$ cat src/rtl/sync_ram_p.sv
// Parametrised single-port synchronous RAM with a clear sweep and a registered read path.
// Optional macro SYNC_RAM_OUT_REG_EN adds a second rdata/rvalid pipeline stage (2-cycle read latency).
module sync_ram_p #(
    parameter int                DATA_W   = 8,
    parameter int                ADDR_W   = 4,
    parameter logic [DATA_W-1:0] INIT_VAL = '0
) (
    input  logic              clk,
    input  logic              rst_n,
    input  logic              enable,
    input  logic              we,
    input  logic [ADDR_W-1:0] address,
    input  logic [DATA_W-1:0] wdata,
    input  logic              clear,
    output logic [DATA_W-1:0] rdata,
    output logic              rvalid,
    output logic              busy,
    output logic              state_dbg
);
    // Handshake: enable/clear are accepted on any rising edge where busy=0 and
    // ignored otherwise; rvalid is a one-cycle strobe with no back-pressure,
    // and rdata holds its last value whenever rvalid=0.

    localparam int DEPTH = 2 ** ADDR_W;

    typedef enum logic {
        ST_CLEAR = 1'b0,
        ST_READY = 1'b1
    } state_t;

    state_t            state_q, state_d;
    logic [ADDR_W-1:0] clr_addr_q, clr_addr_d;
    logic [DATA_W-1:0] mem [DEPTH];

    logic              mem_we;
    logic [ADDR_W-1:0] mem_addr;
    logic [DATA_W-1:0] mem_wdata;
    logic              rd_en;
    logic [DATA_W-1:0] rdata_q;
    logic              rvalid_q;

    always_comb begin
        state_d    = state_q;
        clr_addr_d = clr_addr_q;
        mem_we     = 1'b0;
        mem_addr   = address;
        mem_wdata  = wdata;
        rd_en      = 1'b0;
        case (state_q)
            ST_CLEAR: begin
                mem_we     = 1'b1;
                mem_addr   = clr_addr_q;
                mem_wdata  = INIT_VAL;
                clr_addr_d = clr_addr_q + 1'b1;
                if (clr_addr_q == '1) begin
                    state_d = ST_READY;
                end
            end
            ST_READY: begin
                // clear wins over a same-edge access, which is dropped
                if (clear) begin
                    state_d    = ST_CLEAR;
                    clr_addr_d = '0;
                end else if (enable) begin
                    mem_we = we;
                    rd_en  = ~we;
                end
            end
            default: begin
                state_d    = ST_CLEAR;
                clr_addr_d = '0;
            end
        endcase
    end

    // Array has no reset; only the sweep initialises it.
    always_ff @(posedge clk) begin
        if (mem_we) begin
            mem[mem_addr] <= mem_wdata;
        end
    end

    always_ff @(posedge clk or negedge rst_n) begin
        if (!rst_n) begin
            state_q    <= ST_CLEAR;
            clr_addr_q <= '0;
            rdata_q    <= '0;
            rvalid_q   <= 1'b0;
        end else begin
            state_q    <= state_d;
            clr_addr_q <= clr_addr_d;
            rvalid_q   <= rd_en;
            if (rd_en) begin
                rdata_q <= mem[address];
            end
        end
    end

    assign busy      = (state_q == ST_CLEAR);
    assign state_dbg = state_q;

`ifdef SYNC_RAM_OUT_REG_EN
    logic              squash;
    logic [DATA_W-1:0] rdata_p;
    logic              rvalid_p;

    // A clear accepted this edge kills the read sitting in the first stage.
    assign squash = (state_q == ST_READY) && clear;

    always_ff @(posedge clk or negedge rst_n) begin
        if (!rst_n) begin
            rdata_p  <= '0;
            rvalid_p <= 1'b0;
        end else begin
            rvalid_p <= rvalid_q && !squash;
            if (rvalid_q && !squash) begin
                rdata_p <= rdata_q;
            end
        end
    end

    assign rdata  = rdata_p;
    assign rvalid = rvalid_p;
`else
    assign rdata  = rdata_q;
    assign rvalid = rvalid_q;
`endif

endmodule

$ cat config.mk
export PLATFORM = sky130hd
export DESIGN_NAME = sync_ram_p
export DESIGN_NICKNAME = d
export VERILOG_FILES = /design/src/rtl/sync_ram_p.sv
export SDC_FILE = /design/constraint.sdc
export NUM_CORES = 1
export LEC_CHECK = 0
export ABC_AREA = 1
export ABC_CLOCK_PERIOD_IN_PS = 2150
export CORE_ASPECT_RATIO = 0.5
export CORE_UTILIZATION = 55
export CTS_CLUSTER_DIAMETER = 120
export DETAILED_ROUTE_END_ITERATION = 10
export PLACE_DENSITY = 0.73
export SYNTH_ARGS = -nofsm -noshare
export SYNTH_HDL_FRONTEND = slang
export SYNTH_SLANG_ARGS = --single-unit
export TNS_END_PERCENT = 100
$ cat constraint.sdc
create_clock -name clk -period 2.15 [get_ports clk]
set_input_delay 0.43 -clock clk [delete_from_list [all_inputs] [get_ports clk]]
set_output_delay 0.43 -clock clk [all_outputs]
set_load 0.02 [all_outputs]
==> results of run 1 <==
cell type report:
cell class                 instances  share of cell area
clock buffer                      20             0.05866
clock inverter                    12             0.01630
inverter                         120             0.06050
multi-input combinational        346              0.1980
sequential                       142              0.5634
tap                              145             0.02437
timing repair buffer              68             0.07882
cell usage after synthesis:
| library cell | instances |
|---|---|
| a211oi_1 | 1 |
| inv_1 | 115 |
| nand2_1 | 212 |
| edfxtp_1 | 128 |
| buf_4 | 8 |
| nand3_1 | 102 |
| nor3_4 | 1 |
| ha_1 | 1 |
| o21ai_0 | 5 |
| dfrtp_1 | 14 |
| a21oi_1 | 3 |
| inv_2 | 5 |
| buf_2 | 16 |
| buf_6 | 2 |
| nor2_1 | 19 |
| nor2_4 | 1 |
| buf_1 | 1 |
| a21oi_2 | 1 |
routing by layer:
| metal | up-vias | GRT usage |
|---|---|---|
| met5 | - | 0.02597 |
| met4 | 0 | 0.1071 |
| met3 | 34 | 0.08715 |
| met2 | 280 | 0.4155 |
| met1 | 2165 | 0.3956 |
| li1 | 2142 | - |
cell families (layout without fill, tap and decap cells):
logic type / count (synthesis) / after routing
buf+inv: 147 / 220
simple gates: 335 / 335
fa+ha+maj: 1 / 1
compound gates: 10 / 10
flops: 142 / 142
where the power goes:
part / internal (mW) / switching [mW]
combinational: 0.809 / 1.74
clock: 1.69 / 1.11
sequential: 4.03 / 0.224
cell usage in the layout, fill, tap and decap left out, types with 2 or more instances in the layout:
| cell | n |
|---|---|
| a21oi_1 | 3 |
| buf_4 | 40 |
| bufinv_16 | 2 |
| clkbuf_1 | 3 |
| clkbuf_16 | 17 |
| clkdlybuf4s50_1 | 24 |
| clkinv_1 | 3 |
| clkinv_2 | 2 |
| clkinv_4 | 2 |
| clkinvlp_4 | 3 |
| dfrtp_1 | 14 |
| edfxtp_1 | 128 |
| inv_1 | 115 |
| inv_2 | 5 |
| nand2_1 | 212 |
| nand3_1 | 102 |
| nor2_1 | 19 |
| o21ai_0 | 5 |
flip-flops by register name, summed over array words and instances, names as in the netlist:
signal	cells
clr_addr_q	4
mem	128
rdata	8
rvalid	1
state_dbg	1
worst paths after layout:
| check | end | slack [ns] | depth (start not counted) |
|---|---|---|---|
| worst max-delay path | busy | 0.25 | 3 |
| worst min-delay path | rdata[2] | 0.40 | 1 |
| worst max register to register | mem[4][5] | 0.29 | 7 |
| worst min register to register | rdata[3] | 0.48 | 2 |
| max in group asynchronous | rdata[4] | 1.35 | 1 |
| min in group clk | rdata[3] | 0.48 | 2 |
through the flow:
step,setup WS (ns),total power [mW],instances,hold WS [ns],utilization
4_1_cts,0.04288,9.611,853,0.4188,0.6737
2_1_floorplan,0.2707,5.662,635,0.1344,-
5_1_grt,0.1667,10.07,853,0.4450,0.6739
3_5_place_dp,0.04113,6.797,821,0.4690,0.6233
3_3_place_gp,0.07992,6.726,821,0.4627,0.6233
6_report,0.2490,9.606,853,0.3989,0.6739
timing repair:
item / 4_1_cts / 5_1_grt
gates resized for setup: 1 / 1
setup buffers: 0 / 0
endpoints found under the setup margin: 1 / 1
==> results.md, run 1 <==
* Status: completed
* Design Area, Final at 0.007445 mm²
* Arr. time, crit path at about 1.5 ns
* Area grow syn2layout at 18.46%
* Worst skew pair latency at 0.42 ns
* Initial DRC count at about 660
* Pin count of the biggest net entering global routing at 41
* Routed len/inst at 17.98 µm
* Mapped Cells at 635
* Initial DRT Pass Iterations at 8
* Syn Area/Cell at a little under 10 µm²
* GPL Wtd Cong at 0.9630
* Num CTS Buffers at 17
* Static leakage at 3.403 nW
* # hold bufs at CTS at 0
* Tmin final at 1.901 ns
* Worst setup startpoint: state_dbg
* CTS Sinks at 142
* Clk buf depth at 2
* Startpoint Class: flip-flop
* Area of the multi-input gates at 0.001474 mm²
* Crit path required time at 1.72 ns
* Final hold vios at 0
* Mux contribution to synthesized area at 0
* Total GRT Usage at 0.2833
* Setup violators final at 0
* FP Rows at 27
* Die ar. at 0.01188 mm²
* Vias at approximately 4600
* Max Cap Violations at 0
* Top sig layer: met4
* Fin crit share at 0.8842
* Met2 Routed Length at 6745 µm
* Initial antenna violation count at 0
* R2R Path Start: state_dbg
* HPWL Detailed at 9633 µm
* Slew Limit Headroom at 0.5910
* Post-synthesis xor/xnor area fraction at 0
* Mapped Nets at 653
* Max FO, Critical Path at 20
* Clock skew at 0.006503 ns
* Chip height at 77.59 µm
* Post-DP Area at a little under 0.007 mm²
* Initial Utilization at 0.5689
* CTS H-tree depth at 4
* CTS root buffer: clkbuf_16
* Post-route DRC at 0
* Final ANT Viol Nets at 0
* WL final at about 15000 µm
* Post-synthesis sequential area ratio at 0.6673
* Metal-1 WL at ~6300 µm
* Crit Path Category: reg2out
* RSZ-0062 raised after global routing: false
* Power per cell area at 1290 mW/mm²
* Die width at 153.2 µm
* Crit-path max cell delay at 0.38 ns
* Port Buf Inserts at 27
* Crit path cell chain: buf_4, inv_2, dlygate4sd2_1
* CP Buf/Inv Count at 3
* Global-route wire length before repair at about 24000 µm
* Fill count at around 810
* Avg Vias per Cell at 5.417
* Met3 routed WL at just under 2000 µm
* Share of layout cells above drive strength 1 at 0.1073
* Simple-Gate Fraction of Synth Area at 0.2236
* TritonCTS clock tree: built
* CP max-delay cell: dfrtp_1
* # diodes at 0
* Synth Area in Adders at 0.001991
* Yosys cell types at 18
* F_max at 0.5260 GHz
* Main combinational cell family by area after synthesis: simple AND/OR/NAND/NOR gates
* Synth Warn # at 0
* Core Area at 0.01105 mm²
* Post-synthesis compound-gate area fraction at 0.008959
* Peak supply drop at around 0.00062 V
* Vias in the first global route at 4280
* Top-area cell type share of the netlist area at 0.6116
* Yosys top cell by area: edfxtp_1
* Min-delay worst type: in2async
* Least-Margin Pin Slew at 0.6116 ns
* Grt total ovfl at 0
* Worst-path clk slew at 0.06 ns
* Register area at 0.004194 mm²
* #FFs+latches synth at 142
* Area of the mapped netlist at 0.006285 mm²
* CP top delay family: buffers and inverters
* Ranking of synthesized cells by area: edfxtp_1 (61%), nand2_1 (13%), nand3_1 (8.1%)
* CP endpoint kind: primary output
* Fin. max-slew vios at 0
* Io pins at 28
* Final nets at between 700 and 800
* TNS Setup at 0 ns
No activity file was read; power rests on OpenSTA's default activity.
==> inputs of run 2 (changes only) <==
--- a/config.mk
+++ b/config.mk
@@ -7,11 +7,13 @@
 export LEC_CHECK = 0
 export ABC_AREA = 1
 export ABC_CLOCK_PERIOD_IN_PS = 2150
+export CAP_MARGIN = 30
 export CORE_ASPECT_RATIO = 0.5
+export CORE_MARGIN = 4
 export CORE_UTILIZATION = 55
 export CTS_CLUSTER_DIAMETER = 120
 export DETAILED_ROUTE_END_ITERATION = 10
-export PLACE_DENSITY = 0.73
+export PLACE_DENSITY = 0.75
 export SYNTH_ARGS = -nofsm -noshare
 export SYNTH_HDL_FRONTEND = slang
 export SYNTH_SLANG_ARGS = --single-unit
==> run 2 against run 1 <==
Against the previous run: combinational power hardly changed; clock skew is 0.0035 ns higher; sequential share of layout area is 0.28 points lower; sequential power hardly changed; utilization is 0.13 points higher.
==> results.md, run 2 (same netlist as run 1, synthesis figures left out) <==
* Crit path cell chain: inv_2, clkdlybuf4s50_1 (was buf_4, inv_2, dlygate4sd2_1)
* Internal power at 6.658 mW (was 6.532 mW)
* Core Area at 0.01108 mm² (was 0.01105 mm²)
* Tmin final at 2.080 ns (was 1.901 ns)
* Clk buf depth at 2 (unchanged)
* Arr. time, crit path at 1.65 ns (was 1.47 ns)
* RSZ-0062 raised after global routing: false (unchanged)
* HPWL Detailed at 9554 µm (was 9633 µm)
* TritonCTS clock tree: built (unchanged)
* Final hold vios at 0 (unchanged)
* Clock skew at 0.01001 ns (was 0.006503 ns)
* Area grow syn2layout at 19.05% (was 18.46%)
* Post-route DRC at 0 (unchanged)
* Setup violators final at 0 (unchanged)
* Num CTS Buffers at 17 (unchanged)
* F_max at 0.4808 GHz (was 0.5260 GHz)
* Final ANT Viol Nets at 0 (unchanged)
* CTS Sinks at 142 (unchanged)
* Power per cell area at 1305 mW/mm² (was 1290 mW/mm²)
* R2R depth at 5 (was 7)
* Post-DP Area at 0.006888 mm² (was 0.006885 mm²)
* Port Buf Inserts at 27 (unchanged)
* Min-delay worst type: in2async (unchanged)
* TNS Setup at 0 ns (unchanged)
* Worst-path clk slew at 0.06 ns (about the same)
* Total GRT Usage at 0.2365 (was 0.2833)
* Routed len/inst at 17.93 µm (was 17.98 µm)
* Avg Vias per Cell at 5.356 (was 5.417)
* Grt total ovfl at 0 (unchanged)
* Largest reg by FF count: mem (unchanged)
* CTS root buffer: clkbuf_16 (unchanged)
* Initial DRT Pass Iterations at 7 (was 8)
* Global-route wire length before repair at 23620 µm (was 24220 µm)
* Post-route insts no fill at 850 (was 853)
* Fin crit share at 0.9674 (was 0.8842)
* Die width at 159.2 µm (was 153.2 µm)
* Startpoint Class: flip-flop (unchanged)
* Least-Margin Pin Slew at 0.6059 ns (was 0.6116 ns)
* Worst skew pair latency at 0.42 ns (about the same)
* Initial Utilization at 0.5672 (was 0.5689)
* Crit Path Category: reg2out (unchanged)
* Slew Limit Headroom at 0.5948 (was 0.5910)
* Post-cts repair resize count at 0 (was 1)
* Commonest cells after routing, fill and taps aside: nand2_1 (212), edfxtp_1 (128), inv_1 (115) (unchanged)
* Max Cap Violations at 0 (unchanged)
* CP top delay family: buffers and inverters (unchanged)
* Design Area, Final at 0.007482 mm² (was 0.007445 mm²)
* Pin count of the biggest net entering global routing at 65 (was 41)
* DP Cell Count at 818 (was 821)
* Peak supply drop at 0.0006596 V (was 0.0006152 V)
* CTS H-tree depth at 4 (unchanged)
* CP Buf/Inv Count at 2 (was 3)
* Reg2reg end: mem[0][6] (was mem[4][5])
* Max FO, Critical Path at 7 (was 20)
* P_sw at 3.109 mW (was 3.073 mW)
* R2R Path Start: state_dbg (unchanged)
* WL final at 15240 µm (was 15330 µm)
* CP endpoint kind: primary output (unchanged)
* R2R Setup Slk at 0.20 ns (was 0.29 ns)
* Share of layout cells above drive strength 1 at 0.1064 (was 0.1073)
* CP max-delay cell: clkdlybuf4s50_1 (was dfrtp_1)
* Register share of total power at 0.438 (was 0.443)
* Postcts setup bufs at 0 (unchanged)
* # diodes at 0 (unchanged)
* Sw frac at 0.3183 (was 0.3200)
* Chip height at 83.59 µm (was 77.59 µm)
* Crit-path max cell delay at 0.61 ns (was 0.38 ns)
* # hold bufs at CTS at 0 (unchanged)
* Total power at 9.767 mW (was 9.606 mW)
* Combinational share of power at 0.260 (was 0.265)
* FP Rows at 27 (unchanged)
* Vias in the first global route at 4387 (was 4280)
* Final nets at 710 (was 713)
* Die ar. at 0.01330 mm² (was 0.01188 mm²)
* Vias at 4553 (was 4621)
* Static leakage at 3.403 nW (about the same)
* Clock power frac at 0.302 (was 0.292)
* GPL Wtd Cong at 0.8942 (was 0.9630)
* Initial antenna violation count at 0 (unchanged)
* Crit path required time at 1.72 ns (about the same)
* Fin. max-slew vios at 0 (unchanged)
* Leading cell type in the layout, fill and taps excluded: nand2_1 (unchanged)
* Status: completed (unchanged)
* Io pins at 28 (unchanged)
* Initial DRC count at 691 (was 661)
* Max FFs per register at 128 (unchanged)
* Hold slack final at 0.3966 ns (was 0.3989 ns)
-- run 2: power groups by stage --
stage | Sequential [mW] | Combinational (mW) | Clock (mW)
3_5_place_dp | 4.32 | 2.48 | 0
4_1_cts | 4.27 | 2.51 | 2.97
6_report | 4.28 | 2.54 | 2.95
5_1_grt | 4.34 | 2.76 | 3.12
3_3_place_gp | 4.30 | 2.42 | 0
2_1_floorplan | 4.34 | 1.32 | 0
-- run 2: how the worst max path moves through the flow --
stage | from | endpoint | slack [ns] | cells past startpoint
after floorplan | state_dbg | mem[14][0] | 0.27 | 6
after global placement | we | mem[14][0] | 0.04 | 7
after detailed placement | enable | mem[15][0] | 0.02 | 7
after CTS | state_dbg | busy | 0.05 | 2
after global routing | state_dbg | busy | 0.0004 | 2
final | state_dbg | busy | 0.07 | 2
-- run 2: metrics by stage --
step	setup slack [ns]	util
6_report	0.07011	0.6752
5_1_grt	0.0003894	0.6752
4_1_cts	0.05446	0.6752
3_5_place_dp	0.02247	0.6216
3_3_place_gp	0.04381	0.6216
2_1_floorplan	0.2707	-
-- run 2: final cells by class --
class / instances / area (µm²)
Sequential cell: 142 / 4194
Fill cell: 785 / 3598
Multi-Input combinational cell: 346 / 1474
Timing Repair Buffer: 65 / 588.1
Inverter: 120 / 450.4
Clock buffer: 18 / 429.2
Tap cell: 145 / 181.4
Clock inverter: 14 / 165.2
-- run 2: layer usage --
layer  vias up  routed length, µm  global-route usage
li1       2138                  -                   -
met1      2135               6455              0.3161
met2       249               6658              0.3527
met3        31               1843             0.09077
met4         0                282             0.09134
met5         -                  0                   0
